**src/rtl/fifo_pkg.sv**
```systemverilog
// Shared definitions for the async FIFO controllers: pointer geometry,
// requester select encoding and Gray/binary conversion helpers.
package fifo_pkg;

    localparam int FIFO_PTR_W = 4;
    localparam int FIFO_DEPTH = 2 ** (FIFO_PTR_W - 1);
    // Helpers work on a wide vector; callers zero-extend and truncate with casts.
    localparam int FN_W = 16;

    typedef enum logic {
        REQ0 = 1'b0,
        REQ1 = 1'b1
    } req_sel_e;

    function automatic logic [FN_W-1:0] bin2gray(input logic [FN_W-1:0] b);
        return b ^ (b >> 1'b1);
    endfunction

    function automatic logic [FN_W-1:0] gray2bin(input logic [FN_W-1:0] g);
        logic [FN_W-1:0] b;
        b[FN_W-1] = g[FN_W-1];
        for (int i = FN_W - 2; i >= 0; i--) begin
            b[i] = b[i+1] ^ g[i];
        end
        return b;
    endfunction

endpackage

```
**src/rtl/ff_sync2.sv**
```systemverilog
// Two-flop synchronizer for a multi-bit Gray-coded pointer crossing clock domains.
module ff_sync2 #(
    parameter int WIDTH = 1
) (
    input  logic             clk_i,
    input  logic             rst_n_i,
    input  logic [WIDTH-1:0] d_i,
    output logic [WIDTH-1:0] q_o
);

    logic [WIDTH-1:0] s1_q;
    logic [WIDTH-1:0] s2_q;

    // Two-stage capture of the foreign-domain value.
    always_ff @(posedge clk_i or negedge rst_n_i) begin
        if (!rst_n_i) begin
            s1_q <= {WIDTH{1'b0}};
            s2_q <= {WIDTH{1'b0}};
        end else begin
            s1_q <= d_i;
            s2_q <= s1_q;
        end
    end

    assign q_o = s2_q;

endmodule

```
**src/rtl/fifo_wr_ctrl.sv**
```systemverilog
// Write-side async FIFO controller: round-robin merge of two requesters onto the
// memory write port, write pointers, and pessimistic full / count / almost-full.
module fifo_wr_ctrl
    import fifo_pkg::*;
#(
    parameter int WIDTH     = 8,
    parameter int ADDRESS   = FIFO_PTR_W,
    parameter int DEPTH     = FIFO_DEPTH,
    parameter int AF_THRESH = 6
) (
    input  logic               W_CLK,
    input  logic               W_RST,
    input  logic               REQ0_VALID,
    input  logic [WIDTH-1:0]   REQ0_DATA,
    output logic               GNT0,
    input  logic               REQ1_VALID,
    input  logic [WIDTH-1:0]   REQ1_DATA,
    output logic               GNT1,
    input  logic [ADDRESS-1:0] R_PTR,
    output logic               W_INC,
    output logic [WIDTH-1:0]   W_DATA,
    output logic [ADDRESS-2:0] W_ADDR,
    output logic [ADDRESS-1:0] W_PTR,
    output logic               W_FULL,
    output logic               ALMOST_FULL,
    output logic [ADDRESS-1:0] W_COUNT
);

    localparam int AW = $clog2(DEPTH);

    logic [ADDRESS-1:0] wbin_q, wbin_d;
    logic [ADDRESS-1:0] wptr_q, wptr_d;
    logic [ADDRESS-1:0] count_q, count_d;
    logic               full_q, full_d;
    logic               af_q, af_d;
    req_sel_e           last_q, last_d;
    req_sel_e           sel_s;
    logic               winc_s;
    logic [ADDRESS-1:0] rq2_s;
    logic [ADDRESS-1:0] rbin_s;

    ff_sync2 #(.WIDTH(ADDRESS)) u_rptr_sync (
        .clk_i   (W_CLK),
        .rst_n_i (W_RST),
        .d_i     (R_PTR),
        .q_o     (rq2_s)
    );

    // Round-robin select; grants are also held off while reset is asserted.
    always_comb begin
        sel_s = REQ0;
        if (REQ0_VALID && REQ1_VALID) begin
            if (last_q == REQ0) begin
                sel_s = REQ1;
            end else begin
                sel_s = REQ0;
            end
        end else if (REQ1_VALID) begin
            sel_s = REQ1;
        end else begin
            sel_s = REQ0;
        end
        winc_s = (REQ0_VALID | REQ1_VALID) & ~full_q & W_RST;
    end

    // Next pointer, and flags computed from the next pointer so full lands with the last write.
    always_comb begin
        wbin_d = wbin_q;
        last_d = last_q;
        if (winc_s) begin
            wbin_d = wbin_q + ADDRESS'(1);
            last_d = sel_s;
        end else begin
            wbin_d = wbin_q;
            last_d = last_q;
        end
        rbin_s  = ADDRESS'(gray2bin(FN_W'(rq2_s)));
        wptr_d  = ADDRESS'(bin2gray(FN_W'(wbin_d)));
        full_d  = (wptr_d == {~rq2_s[ADDRESS-1:ADDRESS-2], rq2_s[ADDRESS-3:0]});
        count_d = wbin_d - rbin_s;
        af_d    = (count_d >= ADDRESS'(AF_THRESH));
    end

    // Write-domain state registers.
    always_ff @(posedge W_CLK or negedge W_RST) begin
        if (!W_RST) begin
            wbin_q  <= {ADDRESS{1'b0}};
            wptr_q  <= {ADDRESS{1'b0}};
            count_q <= {ADDRESS{1'b0}};
            full_q  <= 1'b0;
            af_q    <= 1'b0;
            last_q  <= REQ1;
        end else begin
            wbin_q  <= wbin_d;
            wptr_q  <= wptr_d;
            count_q <= count_d;
            full_q  <= full_d;
            af_q    <= af_d;
            last_q  <= last_d;
        end
    end

    assign W_INC       = winc_s;
    assign GNT0        = winc_s & (sel_s == REQ0);
    assign GNT1        = winc_s & (sel_s == REQ1);
    assign W_DATA      = (sel_s == REQ1) ? REQ1_DATA : REQ0_DATA;
    assign W_ADDR      = wbin_q[AW-1:0];
    assign W_PTR       = wptr_q;
    assign W_FULL      = full_q;
    assign ALMOST_FULL = af_q;
    assign W_COUNT     = count_q;

endmodule

```
**config.mk**
```make
export PLATFORM = sky130hd
export DESIGN_NAME = fifo_wr_ctrl
export DESIGN_NICKNAME = d
export VERILOG_FILES = /design/src/rtl/fifo_pkg.sv /design/src/rtl/ff_sync2.sv /design/src/rtl/fifo_wr_ctrl.sv
export SDC_FILE = /design/constraint.sdc
export NUM_CORES = 1
export LEC_CHECK = 0
export CORE_ASPECT_RATIO = 0.75
export CORE_MARGIN = 10
export CORE_UTILIZATION = 44
export CTS_CLUSTER_DIAMETER = 30
export DETAILED_ROUTE_END_ITERATION = 16
export GPL_TIMING_DRIVEN = 0
export PLACE_DENSITY = 0.84
export SLEW_MARGIN = 20
export SYNTH_ARGS = -nofsm -noshare
export SYNTH_HDL_FRONTEND = slang
export SYNTH_SLANG_ARGS = --single-unit
export TNS_END_PERCENT = 10
```
**constraint.sdc**
```tcl
create_clock -name W_CLK -period 4.55 [get_ports W_CLK]
set_clock_uncertainty 0.2 [all_clocks]
set_input_delay 1.365 -clock W_CLK [delete_from_list [all_inputs] [get_ports W_CLK]]
set_output_delay 1.365 -clock W_CLK [all_outputs]
set_load 0.02 [all_outputs]
```
==> results.toml <==
[setup_path]
ff2ff_setup_slack_ps = 1470
critPathKind = "input pin to output port"
cp_slowest_stage_delay_ps = 530
cp_cell_sequence = "clkdlybuf4s50_1 > nor2_1 > or2_2 > inv_2 > and2_1 > clkdlybuf4s15_2"
timing.rr.start = "W_FULL"
path_depth = 6
timing.critical_path.slowest_stage_cell = "clkdlybuf4s50_1"
largest_fanout_of_any_net_on_the_critical_path = 5
arrival_time_reported_for_the_critical_path_endpoint_ps = 2900
reg2regPathDepth = 11
critical_path.startpoint = "REQ0_VALID"
cpLargestDelayFamily = "buffers and inverters"
worst_ep_required_time_ps = 2980
worstSetupEndpointType = "output port"
timing.critical_path.from_type = "input pin"
worstPathBufferInverterCount = 3

[sta]
achievable-frequency_mhz = 223.9
finalHoldViolations = 0
finalSetupViolCount = 0
min_period_ps = 4467
worst_pin_slew_ps = 460.9
timing.final.crit_share = 0.9817
setup_total_negative_slack_ps = 0
slew_viol_final = 0
max_slew_margin = 0.6840
unrepaired_setup_endpoints_after_global_routing = "no"

[clocking]
cts_tree = "yes"
cts.clk_slew.worst_paths_ps = 120
postCtsSetupBuffers = 0
hold_buffers = 0
cts-htree-levels = 1
cts_inserted_buffers = 3
cts.root.buffer_cell = "clkbuf_4"
cts.sinks = 22
clk_latency_ps = 310
cts_buffer_depth = 2

[floorplanning]
fp.dieArea_um2 = 4840
die_w_um = 77.07
initial_cell_density_of_the_core = 0.4656
die-height_um = 62.80
core_area_um2 = 2308
io-pin-count = 48
core.rowCount = 15

[yosys]
synth_flop_cell = "dfrtp_1"
compound_gate_portion_of_the_synthesized_area = 0.05704
synth-warning-count = 0
synth_simple_gate_area_share = 0.1024
synth-seq-cells = 22
synth.most_common_cell = "dfrtp_1"
yosys.cell_types.count = 32
synth.yosys.seq_area_share = 0.5134
synth_fp_nets = 110
postSynth.asyncResetShare = 1.000
synth.top_cell.area_share = 0.4889
yosys.area_share.adder = 0.05355
leading_area_contributor_after_synthesis = "dfrtp_1"
synth_cells = 82
synth_top_family_by_area = "XOR/XNOR gates"
mapped_area_um2 = 1075
synth_mux_area_frac = 0.09313
synth-edff-count = 0
top_cells_by_area_synth = "dfrtp_1 49%, mux2_2 8.4%, xnor2_1 7.3%"
post_synth_xor_area_fraction = 0.1560
post_synth.cell_area_avg_um2 = 13.11
synth.top_cells.by_count = "21 x dfrtp_1, 9 x xnor2_1, 8 x mux2_2"

[routing]
first_iter_violations = 46
firstDrtPassIters = 4
wl_um = 2952
viasPerCell = 4.796
drt.antenna.violating_nets = 0
num_vias = 801
wl_per_cell_um = 17.68
drc_errors = 0

[flow_run]
timing.max_cap.violations = 0

[cells_and_area]
utilization_after_layout = 0.7079
num-fill-cells = 183
area_of_the_multi_input_gates_um2 = 504.2
area_growth_syn_to_layout_pct = 52.04
register_area_um2 = 551.8
final_antenna_diode_count = 0
final_nets = 162
share_of_cells_above_drive_strength_1 = 0.1579

[power]
power.static_leakage_nw = 0.7284
p_per_area_nw_per_um2 = 671.6
worst_ir_drop_vdd_uv = 412.1

[placement]
place.gp.congestion = 0.7259
dp_hpwl_um = 2437
place.port_buffers = 47

[grt]
globalRouteTotalUtil = 0.1260
via_count_of_the_first_global_routing_pass = 882
globalRoute.totalOverflow = 0
grt_start_max_net_pins = 24
antenna_found_initial = 0
grt_first_pass_wirelength_um = 4830

[min_path]
hold_path_depth = 0
hold_path_startpoint = "u_rptr_sync.s1_q[3]"
worstHoldPathType = "register to register"

[status]
outcome = "finished clean"
==> per-stage QoR <==
step / cells / cell area [um2] / total power [mW] / setup WS [ps] / hold WS [ps]
after floorplan: 82 / 1075 / 0.7134 / 729.9 / 131.2
after global placement: 163 / 1588 / 0.9307 / -998.8 / 131.4
after detailed placement: 163 / 1588 / 0.9623 / -1048 / 138.6
after CTS: 167 / 1634 / 1.108 / 38.36 / 166.8
after global routing: 167 / 1634 / 1.169 / 13.35 / 170.0
final: 167 / 1634 / 1.097 / 83.30 / 163.5
==> placed cells by master, fill, tap and decap left out, types with 2 or more instances in the layout <==
master,n
nor3_1,2
mux2_2,8
nor2_1,2
dfrtp_1,21
inv_1,6
ha_1,3
clkdlybuf4s50_1,35
o31ai_1,2
and2_1,2
xnor2_1,9
a21o_1,2
xor2_1,3
clkbuf_4,3
dlygate4sd2_1,10
==> metal layers <==
layer,wire (um),vias to the layer above,GRT usage
met5,0,-,0
met4,14,0,0.02045
met3,160,2,0.04598
met2,1585,23,0.2258
met1,1192,396,0.1414
li1,-,380,-
==> where the power goes <==
group / internal (mW) / switching, mW / total (mW)
clock: 0.0890 / 0.0587 / 0.148
combinational: 0.314 / 0.315 / 0.629
sequential: 0.271 / 0.0498 / 0.321
==> sequential cells by signal, summed over array words and instances (netlist names) <==
signal	flops
W_COUNT	4
u_rptr_sync.q_o	4
u_rptr_sync.s1_q	4
last_q	1
ALMOST_FULL	1
W_FULL	1
W_PTR	3
wbin_q	4
==> logic make-up (layout without fill, tap and decap cells) <==
kind of cell	count (synthesis)	after routing
AO/OA/AOI/OAI	8	8
XOR/XNOR	15	15
adder cells (fa/ha/maj)	4	4
buffers and inverters	7	58
flip-flops	22	22
multiplexers	9	9
AND/OR/NAND/NOR	17	17
==> path summary, 6_finish.rpt <==
path / to
max: GNT1
min: u_rptr_sync.q_o[3]
max reg2reg: ALMOST_FULL
min reg2reg: u_rptr_sync.q_o[3]
max in group asynchronous: last_q
min in group asynchronous: W_FULL
==> worst reg2reg max path, delay by kind of cell, from the launching register on <==
family                     cells  cell delay (ps)
AOI/OAI and AO/OA              3              490
xor gates and xnor gates       1              110
adders and majority gates      1              310
buffers and inverters          2              300
DFF                            1              400
muxes                          1              440
and+or+nand+nor                3              730
==> final cells by class <==
| class | instances | share of cell area |
|---|---|---|
| flip-flops and latches | 22 | 0.3377 |
| multi-input cells | 53 | 0.3086 |
| repair buffers | 47 | 0.2795 |
| well taps | 34 | 0.02603 |
| clock inverters | 1 | 0.01838 |
| inverters | 7 | 0.01608 |
| clock buffers | 3 | 0.01378 |
==> timing repair <==
item                                    4_1_cts  5_1_grt
resized for setup                            20        1
pin swaps                                     0        0
endpoints found under the hold margin         0        0
endpoints found under the setup margin       13        1
No activity file was read; power rests on OpenSTA's default activity.
